--- config.mk ---
export PLATFORM = sky130hd
export DESIGN_NAME = reset_sequencer_flat
export DESIGN_NICKNAME = d
export VERILOG_FILES = /design/src/rtl/reset_sequencer_if.sv /design/src/rtl/reset_sequencer.sv /design/src/flat_wrapper.sv
export SDC_FILE = /design/constraint.sdc
export NUM_CORES = 1
export LEC_CHECK = 0
export ABC_AREA = 1
export CAP_MARGIN = 20
export CORE_ASPECT_RATIO = 1.75
export CORE_MARGIN = 2
export CORE_UTILIZATION = 45
export DETAILED_ROUTE_END_ITERATION = 12
export PLACE_DENSITY = 0.65
export SYNTH_ARGS = -nofsm -noshare
export SYNTH_HDL_FRONTEND = slang
export SYNTH_SLANG_ARGS = --single-unit
--- constraint.sdc ---
create_clock -name clk -period 4.16 [get_ports clk]
set_input_delay 1.04 -clock clk [delete_from_list [all_inputs] [get_ports clk]]
set_output_delay 1.04 -clock clk [all_outputs]
set_load 0.03 [all_outputs]
--- src/rtl/reset_sequencer_if.sv ---
// Reset sequencer board-side bundle: pushbutton and watchdog service in,
// sequenced resets, status and FSM state out.
interface reset_sequencer_if #(
    parameter int N_OUT = 3
);
    logic             key_n;
    logic             wdt_kick;
    logic [N_OUT-1:0] rst_out_n;
    logic             seq_done;
    logic [1:0]       reset_cause;
    logic             heartbeat;
    logic [1:0]       seq_state;

    modport master (
        input  key_n, wdt_kick,
        output rst_out_n, seq_done, reset_cause, heartbeat, seq_state
    );

    modport slave (
        output key_n, wdt_kick,
        input  rst_out_n, seq_done, reset_cause, heartbeat, seq_state
    );
endinterface

--- src/rtl/reset_sequencer.sv ---
// Board reset manager: key synchroniser + debounce, hold-off, staged release of
// N_OUT active-low resets, heartbeat and reset cause. Watchdog: RESET_SEQ_WATCHDOG_EN.
module reset_sequencer #(
    parameter int N_OUT           = 3,
    parameter int SYNC_STAGES     = 3,
    parameter int DEBOUNCE_CYCLES = 16,
    parameter int HOLD_CYCLES     = 1024,
    parameter int STAGE_GAP       = 8,
    parameter int HB_BITS         = 24,
    parameter int WDT_CYCLES      = 1048576
) (
    input  logic                clk,
    input  logic                rst_n,
    reset_sequencer_if.master   bus
);
    localparam int REL_MAX = (N_OUT - 1) * STAGE_GAP;
    localparam int HOLD_W  = $clog2(HOLD_CYCLES) + 1;
    localparam int REL_W   = $clog2(REL_MAX + 1) + 1;
    localparam int DEB_W   = $clog2(DEBOUNCE_CYCLES) + 1;

    typedef enum logic [1:0] {
        ST_ASSERT  = 2'd0,
        ST_HOLD    = 2'd1,
        ST_RELEASE = 2'd2,
        ST_RUN     = 2'd3
    } state_t;

    logic [SYNC_STAGES-1:0] sync_q;
    logic                   key_s;
    logic                   key_db;
    logic [DEB_W-1:0]       deb_cnt;

    state_t             state_q, state_d;
    logic [HOLD_W-1:0]  hold_q, hold_d;
    logic [REL_W-1:0]   rel_q, rel_d, rel_next;
    logic [N_OUT-1:0]   rst_q, rst_d;
    logic               done_q, done_d;
    logic [1:0]         cause_q, cause_d;
    logic [HB_BITS-1:0] hb_cnt;
    logic               release_now;

`ifdef RESET_SEQ_WATCHDOG_EN
    localparam int WDT_W = $clog2(WDT_CYCLES) + 1;
    logic [WDT_W-1:0] wdt_q, wdt_d;
`else
    logic unused_wdt;
    assign unused_wdt = bus.wdt_kick ^ (WDT_CYCLES == 0);
`endif

    assign key_s = sync_q[SYNC_STAGES-1];

    always_ff @(posedge clk or negedge rst_n) begin
        if (!rst_n) begin
            sync_q  <= '1;
            key_db  <= 1'b1;
            deb_cnt <= '0;
            hb_cnt  <= '0;
        end else begin
            sync_q <= {sync_q[SYNC_STAGES-2:0], bus.key_n};
            hb_cnt <= hb_cnt + 1'b1;
            // Any sample agreeing with the accepted state restarts the run.
            if (key_s == key_db) begin
                deb_cnt <= '0;
            end else if (deb_cnt == DEB_W'(DEBOUNCE_CYCLES - 1)) begin
                key_db  <= key_s;
                deb_cnt <= '0;
            end else begin
                deb_cnt <= deb_cnt + 1'b1;
            end
        end
    end

    always_ff @(posedge clk or negedge rst_n) begin
        if (!rst_n) begin
            state_q <= ST_HOLD;
            hold_q  <= '0;
            rel_q   <= '0;
            rst_q   <= '0;
            done_q  <= 1'b0;
            cause_q <= 2'b00;
`ifdef RESET_SEQ_WATCHDOG_EN
            wdt_q   <= '0;
`endif
        end else begin
            state_q <= state_d;
            hold_q  <= hold_d;
            rel_q   <= rel_d;
            rst_q   <= rst_d;
            done_q  <= done_d;
            cause_q <= cause_d;
`ifdef RESET_SEQ_WATCHDOG_EN
            wdt_q   <= wdt_d;
`endif
        end
    end

    always_comb begin
        state_d     = state_q;
        hold_d      = hold_q;
        rel_d       = rel_q;
        rst_d       = rst_q;
        done_d      = done_q;
        cause_d     = cause_q;
        rel_next    = '0;
        release_now = 1'b0;
`ifdef RESET_SEQ_WATCHDOG_EN
        wdt_d       = wdt_q;
`endif
        case (state_q)
            ST_ASSERT: begin
                rst_d  = '0;
                done_d = 1'b0;
                if (key_db) begin
                    state_d = ST_HOLD;
                    hold_d  = '0;
                end
            end
            ST_HOLD: begin
                hold_d = hold_q + 1'b1;
                if (hold_q == HOLD_W'(HOLD_CYCLES - 1)) begin
                    release_now = 1'b1;
                    rel_next    = '0;
                end
            end
            ST_RELEASE: begin
                release_now = 1'b1;
                rel_next    = rel_q + 1'b1;
            end
            ST_RUN: begin
`ifdef RESET_SEQ_WATCHDOG_EN
                if (bus.wdt_kick) begin
                    wdt_d = '0;
                end else if (wdt_q == WDT_W'(WDT_CYCLES - 1)) begin
                    state_d = ST_ASSERT;
                    rst_d   = '0;
                    done_d  = 1'b0;
                    cause_d = 2'b10;
                    wdt_d   = '0;
                end else begin
                    wdt_d = wdt_q + 1'b1;
                end
`endif
            end
            default: state_d = ST_ASSERT;
        endcase

        // rel_next counts cycles since HOLD exit; bit k is due at k*STAGE_GAP.
        if (release_now) begin
            rel_d = rel_next;
            for (int k = 0; k < N_OUT; k++) begin
                rst_d[k] = (int'(rel_next) >= k * STAGE_GAP);
            end
            if (int'(rel_next) == REL_MAX) begin
                state_d = ST_RUN;
                done_d  = 1'b1;
`ifdef RESET_SEQ_WATCHDOG_EN
                wdt_d   = '0;
`endif
            end else begin
                state_d = ST_RELEASE;
            end
        end

        // A debounced press overrides everything, including a watchdog expiry.
        if (state_q != ST_ASSERT && !key_db) begin
            state_d = ST_ASSERT;
            rst_d   = '0;
            done_d  = 1'b0;
            cause_d = 2'b01;
            hold_d  = '0;
            rel_d   = '0;
        end
    end

    assign bus.rst_out_n   = rst_q;
    assign bus.seq_done    = done_q;
    assign bus.reset_cause = cause_q;
    assign bus.heartbeat   = hb_cnt[HB_BITS-1];
    assign bus.seq_state   = state_q;
endmodule

--- src/flat_wrapper.sv ---
// flat-port wrapper written by rule: the top's interface ports become plain ports
module reset_sequencer_flat 
#(
    parameter int N_OUT           = 3,
    parameter int SYNC_STAGES     = 3,
    parameter int DEBOUNCE_CYCLES = 16,
    parameter int HOLD_CYCLES     = 1024,
    parameter int STAGE_GAP       = 8,
    parameter int HB_BITS         = 24,
    parameter int WDT_CYCLES      = 1048576
)
  (clk, rst_n, bus_key_n, bus_wdt_kick, bus_rst_out_n, bus_seq_done, bus_reset_cause, bus_heartbeat, bus_seq_state);
  reset_sequencer_if #(.N_OUT(N_OUT)) bus_i ();
  input  logic clk;
  input  logic rst_n;
  input wire logic [$bits(bus_i.key_n)-1:0] bus_key_n;
  input wire logic [$bits(bus_i.wdt_kick)-1:0] bus_wdt_kick;
  output wire logic [$bits(bus_i.rst_out_n)-1:0] bus_rst_out_n;
  output wire logic [$bits(bus_i.seq_done)-1:0] bus_seq_done;
  output wire logic [$bits(bus_i.reset_cause)-1:0] bus_reset_cause;
  output wire logic [$bits(bus_i.heartbeat)-1:0] bus_heartbeat;
  output wire logic [$bits(bus_i.seq_state)-1:0] bus_seq_state;
  assign bus_i.key_n = bus_key_n;
  assign bus_i.wdt_kick = bus_wdt_kick;
  assign bus_rst_out_n = bus_i.rst_out_n;
  assign bus_seq_done = bus_i.seq_done;
  assign bus_reset_cause = bus_i.reset_cause;
  assign bus_heartbeat = bus_i.heartbeat;
  assign bus_seq_state = bus_i.seq_state;
  reset_sequencer #(.N_OUT(N_OUT), .SYNC_STAGES(SYNC_STAGES), .DEBOUNCE_CYCLES(DEBOUNCE_CYCLES), .HOLD_CYCLES(HOLD_CYCLES), .STAGE_GAP(STAGE_GAP), .HB_BITS(HB_BITS), .WDT_CYCLES(WDT_CYCLES)) u_core (.clk(clk), .rst_n(rst_n), .bus(bus_i));
endmodule
==> impl_metrics.toml <==
[status]
status = "completed"

[routing]
drt_iter0_markers = 121
via_count = 2134
met3_length_um = 110
wl_met1_um = 2254
via_per_inst = 5.069
wl_um = 5243
highest_layer = "met4"
ant_nets = 0
wl_met2_um = 2735
firstDrtPassIters = 4
wire_per_inst_um = 12.45
drc_errors = 0

[global_route]
grt_pass1_vias = 2042
grt_max_degree = 38
grt_first_pass_wirelength_um = 9039
grt-ovfl-total = 0
antenna_found_initial = 0
grt_use_total_pct = 16.84

[synthesis]
synthCells = 318
synth_area_leaders = "dfrtp_1 45%, nand2_1 8.5%, xor2_1 5.2%"
synth_area_um2 = 2865
synth_top_area_cell = "dfrtp_1"
ys_seq_area_share_pct = 50.00
synthFlopType = "dfrtp_1"
synth_seq_cells = 57
async_flop_share_pct = 100.0
synth_edf_count = 0
syn_nets = 329
synth_most_common_cell = "nand2_1"
syn_area_per_cell_um2 = 9.010
synth.distinct_cells = 33
synth_top_cells_by_count = "65 x nand2_1, 52 x dfrtp_1, 33 x inv_1"
yosys_warnings = 0
synth_top_cell_area_share_pct = 45.41

[cts]
clock_path_buffers = 2
cts_max_level = 3
cts_buffers = 9
path_clk_slew_ns = 0.06
cts_sinks = 57
post_cts_resized = 0
ctsHoldBuffers = 0
post-cts-setup-buffers = 0
root_buffer = "clkbuf_8"
clock_latency_ns = 0.33
cts_tree = "yes"

[sta]
rsz0062_at_grt = "false"
finalClockSkew_ns = 0.005097
finalCriticalPeriod_ns = 2.607
slew_headroom_pct = 43.40
timing.setup.tns_ns = 0
finalCritPeriodShare_pct = 62.66
slew_violations = 0
setup_viol = 0
fin_ws_ns = 1.553
worst_slew_pin_slew_ns = 0.8490
fmax_mhz = 383.6
final-hold-violation-count = 0

[floorplan]
die_area_um2 = 7047
start_util_pct = 46.36
io_pins = 13
die_w_um = 64.32
die_y_um = 109.6
rows = 38
fp.coreArea_um2 = 6181

[place]
pre_cts_slack_ns = 1.895
place.gp.congestion = 0.8283
numPlacedInstances = 405
dpl.hpwl_um = 3806
portBuffers = 10
place_area_um2 = 3027

[finish]
layout-drive-gt1-share_pct = 12.90
final_area_um2 = 3216
fillers = 589
multi_input_area_um2 = 1252
insertedDiodeCount = 0
instances_no_fill = 421
ff_latch_area_um2 = 1433
syn_to_final_growth_pct = 12.23
layout.nets = 347

[setup_path]
cp_max_fo = 4
r2r_setup_slack_ns = 2.29
arrival_ns = 1.57
worst_ep_required_time_ns = 3.12
crit_slowest_cell = "clkdlybuf4s50_1"
slowest_delay_ns = 0.67
endpoint_kind = "output pin"
path_class = "reg -> out"
rr_worst_depth = 8
cp_cell_sequence = "clkdlybuf4s50_1"
cp-start-kind = "register"
cp_top_family = "buffers and inverters"
cp.buffers_inverters = 1
path_depth = 1

[pwr]
ir_drop_uv = 263.1
power_density_nw_per_um2 = 401.0
p_leak_uw = 0.001590

[worst_hold_path]
hp-class = "reg -> reg"
holdPathStages = 0

[run]
drv_cap = 0
## worst paths after layout
path	to	from
setup / recovery	bus_seq_state[0]	u_core.bus.seq_state[0]
hold / removal	u_core.sync_q[2]	u_core.sync_q[1]
setup reg to reg	u_core.hold_q[8]	u_core.bus.seq_state[0]
hold reg to reg	u_core.sync_q[2]	u_core.sync_q[1]
max in group asynchronous	u_core.bus.seq_state[0]	rst_n
min in group asynchronous	u_core.rel_q[2]	rst_n
## routing by layer
| layer | vias to the layer above | GRT usage (%) |
|---|---|---|
| met4 | 0 | 8.359 |
| li1 | 1070 | - |
| met2 | 25 | 29.76 |
| met1 | 1028 | 18.60 |
| met3 | 11 | 4.299 |
| met5 | - | 0 |
## registers in the layout, indices dropped and copies added (netlist names)
register,cells
u_core.hb_cnt,24
u_core.sync_q,3
u_core.bus.reset_cause,1
u_core.key_db,1
u_core.bus.seq_state,2
u_core.rel_q,6
u_core.deb_cnt,5
u_core.bus.rst_out_n,3
u_core.bus.seq_done,1
u_core.hold_q,11
## area by class of cell
cell class / count / share of cell area (%)
clock buffers: 13 / 4.630
clock inverters: 3 / 1.245
inverters: 37 / 4.319
multi-input cells: 220 / 38.95
flip-flops and latches: 57 / 44.55
well taps: 80 / 3.113
repair buffers: 11 / 3.191
## through the flow
step	hold slack [ns]	total power (uW)	utilization (%)
floorplan	0.3452	748.7	-
global placement	0.3454	798.5	48.97
detailed placement	0.3490	801.9	48.97
CTS	0.3579	1304	52.02
global route	0.3683	1351	52.02
finish	0.3563	1289	52.02
## cell usage in the layout (no fill, tap or decap), drive strengths merged
master	Yosys	layout
bufinv	0	1
conb	1	1
nand4	10	10
o21ai	18	18
xor2	17	17
xnor2	6	6
nor3	14	14
a31oi	2	2
clkinv	0	2
nand3	30	30
or2	1	1
clkdlybuf4s50	0	9
dfstp	5	5
a21oi	7	7
ha	7	7
buf	4	2
o21bai	2	2
o31ai	1	1
mux2	1	1
o211ai	1	1
inv	37	37
and3	2	2
clkbuf	0	13
nor2	32	32
nand2	68	68
dfrtp	52	52
## worst reg2reg max path: cells and delay by family (launching register included)
family | cells | cell delay, ns
AOI/OAI and AO/OA | 1 | 0.10
DFF | 1 | 0.57
and+or+nand+nor | 3 | 0.48
adders and majority gates | 1 | 0.27
buffers and inverters | 3 | 0.35
## cell families after synthesis
kind of cell               after synthesis  share of synthesized area [%]
and+or+nand+nor                        157                          26.77
adders and majority gates                7                          3.057
AOI/OAI and AO/OA                       31                          6.331
DFF                                     57                          50.00
other                                    1                         0.1309
muxes                                    1                         0.3930
xor gates and xnor gates                23                          7.030
buffers and inverters                   41                          6.288
## report_power, final
group          total (uW)  internal (uW)  switching, uW
Combinational         199           54.2            145
Clock                 498            292            206
Sequential            592            576           16.2
Total                1290            922            367
No activity file was read; power rests on OpenSTA's default activity.
==> patch 1, RTL diff (config.mk and constraints unchanged) <==
`N_OUT` is set to 3 in 3 places; all go to 6.
--- a/src/rtl/reset_sequencer_if.sv
+++ b/src/rtl/reset_sequencer_if.sv
@@ -1,7 +1,7 @@
 // Reset sequencer board-side bundle: pushbutton and watchdog service in,
 // sequenced resets, status and FSM state out.
 interface reset_sequencer_if #(
-    parameter int N_OUT = 3
+    parameter int N_OUT = 6
 );
     logic             key_n;
     logic             wdt_kick;
--- a/src/rtl/reset_sequencer.sv
+++ b/src/rtl/reset_sequencer.sv
@@ -1,7 +1,7 @@
 // Board reset manager: key synchroniser + debounce, hold-off, staged release of
 // N_OUT active-low resets, heartbeat and reset cause. Watchdog: RESET_SEQ_WATCHDOG_EN.
 module reset_sequencer #(
-    parameter int N_OUT           = 3,
+    parameter int N_OUT           = 6,
     parameter int SYNC_STAGES     = 3,
     parameter int DEBOUNCE_CYCLES = 16,
     parameter int HOLD_CYCLES     = 1024,
--- a/src/flat_wrapper.sv
+++ b/src/flat_wrapper.sv
@@ -1,7 +1,7 @@
 // flat-port wrapper written by rule: the top's interface ports become plain ports
 module reset_sequencer_flat 
 #(
-    parameter int N_OUT           = 3,
+    parameter int N_OUT           = 6,
     parameter int SYNC_STAGES     = 3,
     parameter int DEBOUNCE_CYCLES = 16,
     parameter int HOLD_CYCLES     = 1024,
Interface: changed (resized bus_rst_out_n); port bits go from 13 to 16. The function was not compared with the original's and may differ.
==> patch 1 against the unedited design <==
  * Global-route usage rose by 1.5 points
  * Synthesized area rose by 6.9%
  * Worst setup slack gained 0.031 ns
  * Sequential cell count up 4
  * Total power increased by 16%
  * Via count is 8.3% higher
  * Hold slack got worse by 0.0027 ns
  * Final area increased by 10%
  * Clock skew rose by 0.0019 ns
  * Wire length increased by 10%
  * Clock power up 36%
  * Fmax grew 1.2%
  * Register-to-register slack got worse by 0.35 ns
  * Highest routed layer unchanged
==> patch 1: results (changes against the unedited design) <==
stage,metric,value,unit,change
critical_path,rr_endpoint,u_core.hold_q[6]$_DFFE_PN0P_,,was u_core.hold_q[8]$_DFFE_PN0P_
critical_path,critical-path-slowest-cell,clkdlybuf4s50_1,,unchanged
synthesis,post_synthesis_sequential_area_ratio,50.0,%,about the same
critical_path,r2r.worst_path.cells,10,,was 8
pwr,power_switching_share,26.8,%,was 28.5%
cells_and_area,nets,377,,was 347
worst_hold_path,hold_start,u_core.sync_q[0]$_DFF_PN1_,,was u_core.sync_q[1]$_DFF_PN1_
global_routing,first_global_vias,2392,,"was 2,042"
route,detail_route.iter0.violations,95,,was 121
placed_design,buffer_ports.inserted,13,,was 10
synthesis,synth_top_family_by_area,simple AND/OR/NAND/NOR gates,,unchanged
run_status,status,"complete, no violations",,unchanged
route,dr_total_vias,2311,,"was 2,134"
placed_design,placedInstanceArea,3270,um^2,was 3030 um^2
synthesis,ys_types,37,,was 33
synthesis,synth_compound_area_share,5.15,%,was 6.33%
clock_network,clock_tree.root_cell,clkbuf_16,,was clkbuf_8
sta,timing.max_slew.rel_slack,42.4,%,was 43.4%
route,routed_wl,5770,um,was 5240 um
synthesis,synth_nets,356,,was 329
synthesis,synth.top_cells.by_count,"nand2_1 (74), dfrtp_1 (56), nor2_1 (37)",,"was nand2_1 (65), dfrtp_1 (52), inv_1 (33)"
route,routed_wire_length_per_instance,12.7,um,was 12.5 um
worst_hold_path,timing.hold.worst_endpoint,u_core.sync_q[1]$_DFF_PN1_,,was u_core.sync_q[2]$_DFF_PN1_
pwr,power.ir.vdd_worst,0.285,mV,was 0.263 mV
synthesis,synthCells,345,,was 318
sta,clk_skew,0.00703,ns,was 0.00510 ns
sta,finalHoldWorstSlack,0.354,ns,was 0.356 ns
placed_design,gp_congestion,0.889,,was 0.828
cells_and_area,layout_top_registers,"u_core.hb_cnt (24), u_core.hold_q (11), u_core.rel_q (7)",,"was u_core.hb_cnt (24), u_core.hold_q (11), u_core.rel_q (6)"
global_routing,grt_max_degree,41,,was 38
global_routing,grt_use_total,18.4,%,was 16.8%
placed_design,detailed_place_hpwl,4270,um,was 3810 um
synthesis,yosys.area_share.xor_xnor,7.15,%,was 7.03%
synthesis,synth_fa_ha_area_share,2.86,%,was 3.06%
synthesis,synthTopCellsByArea,"dfrtp_1 (46%), nand2_1 (9.1%), xor2_1 (4.9%)",,"was dfrtp_1 (45%), nand2_1 (8.5%), xor2_1 (5.2%)"
global_routing,wire_length_of_the_first_global_routing_pass,10400,um,was 9040 um
placed_design,placed_cells_incl_taps,437,,was 405
## patch 1: routing by layer
layer  GRT usage [%]  part of all wire [%]  vias to the layer above
met5               0                     0                        -
met4            10.7                   3.4                        0
met3            5.57                   3.0                       16
met2            31.4                    54                       34
met1            19.3                    39                     1107
li1                -                     -                     1154
## patch 1: cell type report
| cell class | count | area (um^2) |
|---|---|---|
| Clock buffer | 11 | 253 |
| Clock inverter | 5 | 25.0 |
| Fill cell | 635 | 2990 |
| Inverter | 38 | 143 |
| Multi-Input combinational cell | 242 | 1360 |
| Sequential cell | 61 | 1530 |
| Tap cell | 82 | 103 |
| Timing Repair Buffer | 14 | 133 |
## patch 1: worst max-delay path by stage
stage | end | slack [ns] | depth (start not counted)
after global routing | bus_seq_state[0] | 1.55 | 1
after floorplan | u_core.hold_q[6]$_DFFE_PN0P_ | 2.27 | 8
after CTS | bus_seq_state[0] | 1.56 | 1
final | bus_seq_state[0] | 1.58 | 1
after global placement | bus_seq_state[0] | 1.93 | 1
after detailed placement | bus_seq_state[0] | 1.93 | 1
## patch 1: power groups by stage
stage          combinational, mW  sequential (mW)  clock (mW)
2_1_floorplan              0.131            0.647           0
3_3_place_gp               0.190            0.639           0
3_5_place_dp               0.192            0.640           0
4_1_cts                    0.193            0.630       0.701
5_1_grt                    0.212            0.633       0.729
6_report                   0.191            0.630       0.679
## patch 1: cell families after synthesis
kind of cell | after synthesis
other cells | 1
xor+xnor | 25
fa+ha+maj | 7
compound gates | 28
flops | 61
buf+inv | 42
simple gates | 181
==> patch 2, RTL diff (same settings) <==
Without the edit above. Take the reset off `hold_q` and load it in a clocked block of its own.
--- a/src/rtl/reset_sequencer.sv
+++ b/src/rtl/reset_sequencer.sv
@@ -73,7 +73,6 @@
     always_ff @(posedge clk or negedge rst_n) begin
         if (!rst_n) begin
             state_q <= ST_HOLD;
-            hold_q  <= '0;
             rel_q   <= '0;
             rst_q   <= '0;
             done_q  <= 1'b0;
@@ -83,7 +82,6 @@
 `endif
         end else begin
             state_q <= state_d;
-            hold_q  <= hold_d;
             rel_q   <= rel_d;
             rst_q   <= rst_d;
             done_q  <= done_d;
@@ -92,6 +90,10 @@
             wdt_q   <= wdt_d;
 `endif
         end
+    end
+
+    always_ff @(posedge clk) begin
+        hold_q <= hold_d;
     end
 
     always_comb begin
Formal check against the unedited RTL: no difference found for any inputs over 10 cycles, from zero or initial values and one cycle with rst_n low; that may be too few to reach the edited logic, so the function may still have changed.
==> patch 2 against the unedited design <==
  * Wire length rose by 1.6%
  * Worst setup slack got worse by 0.028 ns
  * Synthesized area fell by 2.0%
  * Sequential cell count did not move
  * Hold slack improved by 0.0026 ns
  * Final area fell by 0.93%
  * Largest cell class unchanged
  * Highest routed layer unchanged
Power is not compared: it rests on default switching activity, and its combinational part moved more than twofold at a synthesized area within 25%.
==> patch 2: results (changes against the unedited design) <==
stage,metric,value,unit,change
synthesis,synthTopCellsByArea,"dfrtp_1 (37%), nand2_1 (9.2%), dfxtp_1 (7.8%)",,"was dfrtp_1 (45%), nand2_1 (8.5%), xor2_1 (5.2%)"
run_status,status,"complete, no violations",,unchanged
cells_and_area,nFillCells,564,,was 589
cells_and_area,drive_above_1_share,12.9,%,about the same
route,route.met3.wl,150,um,was 110 um
synthesis,ys_types,38,,was 33
synthesis,synth.top_cells.by_count,"nand2_1 (69), dfrtp_1 (41), nor2_1 (36)",,"was nand2_1 (65), dfrtp_1 (52), inv_1 (33)"
synthesis,postSynth.asyncResetShare,80.7,%,was 100%
synthesis,postSynthAreaPerCell,8.59,um^2,was 9.01 um^2
placed_design,pre_cts_slack,1.89,ns,about the same
global_routing,grt_use_total,17.5,%,was 16.8%
critical_path,worst-endpoint-arrival,1.59,ns,was 1.57 ns
global_routing,grt_max_degree,47,,was 38
route,m1WireLength,2030,um,was 2250 um
synthesis,synth_mux_area_share,0.401,%,was 0.393%
synthesis,synth_fa_ha_area_share,3.12,%,was 3.06%
route,vias_per_cell,4.97,,was 5.07
global_routing,grt_use_met1,16.7,%,was 18.6%
route,routed_wl,5330,um,was 5240 um
route,wl_met2,2930,um,was 2740 um
placed_design,gp_congestion,0.836,,was 0.828
synthesis,synth_nets,338,,was 329
synthesis,post_synthesis_sequential_area_ratio,49.1,%,was 50.0%
global_routing,wire_length_of_the_first_global_routing_pass,9060,um,was 9040 um
cells_and_area,nets,355,,was 347
synthesis,synth_compound_area_share,5.66,%,was 6.33%
patch 2: final cells by class:
cell class / count / share of cell area, %
tap: 80 / 3.14
timing repair buffer: 11 / 3.61
sequential: 57 / 43.2
clock inverter: 5 / 1.77
multi-input combinational: 226 / 39.2
clock buffer: 11 / 4.44
inverter: 39 / 4.60
patch 2: stage by stage:
| step | cells | cell area (um^2) |
|---|---|---|
| 2_1_floorplan | 327 | 2810 |
| 3_3_place_gp | 412 | 2970 |
| 3_5_place_dp | 412 | 2970 |
| 4_1_cts | 428 | 3170 |
| 5_1_grt | 429 | 3190 |
| 6_report | 429 | 3190 |
patch 2: power by group through the flow:
stage / logic (mW) / clock network [mW] / registers, mW
finish: 0.0512 / 0.517 / 0.583
global route: 0.0584 / 0.552 / 0.585
CTS: 0.0504 / 0.530 / 0.584
detailed placement: 0.0503 / 0 / 0.594
global placement: 0.0492 / 0 / 0.593
floorplan: 0.0244 / 0 / 0.597
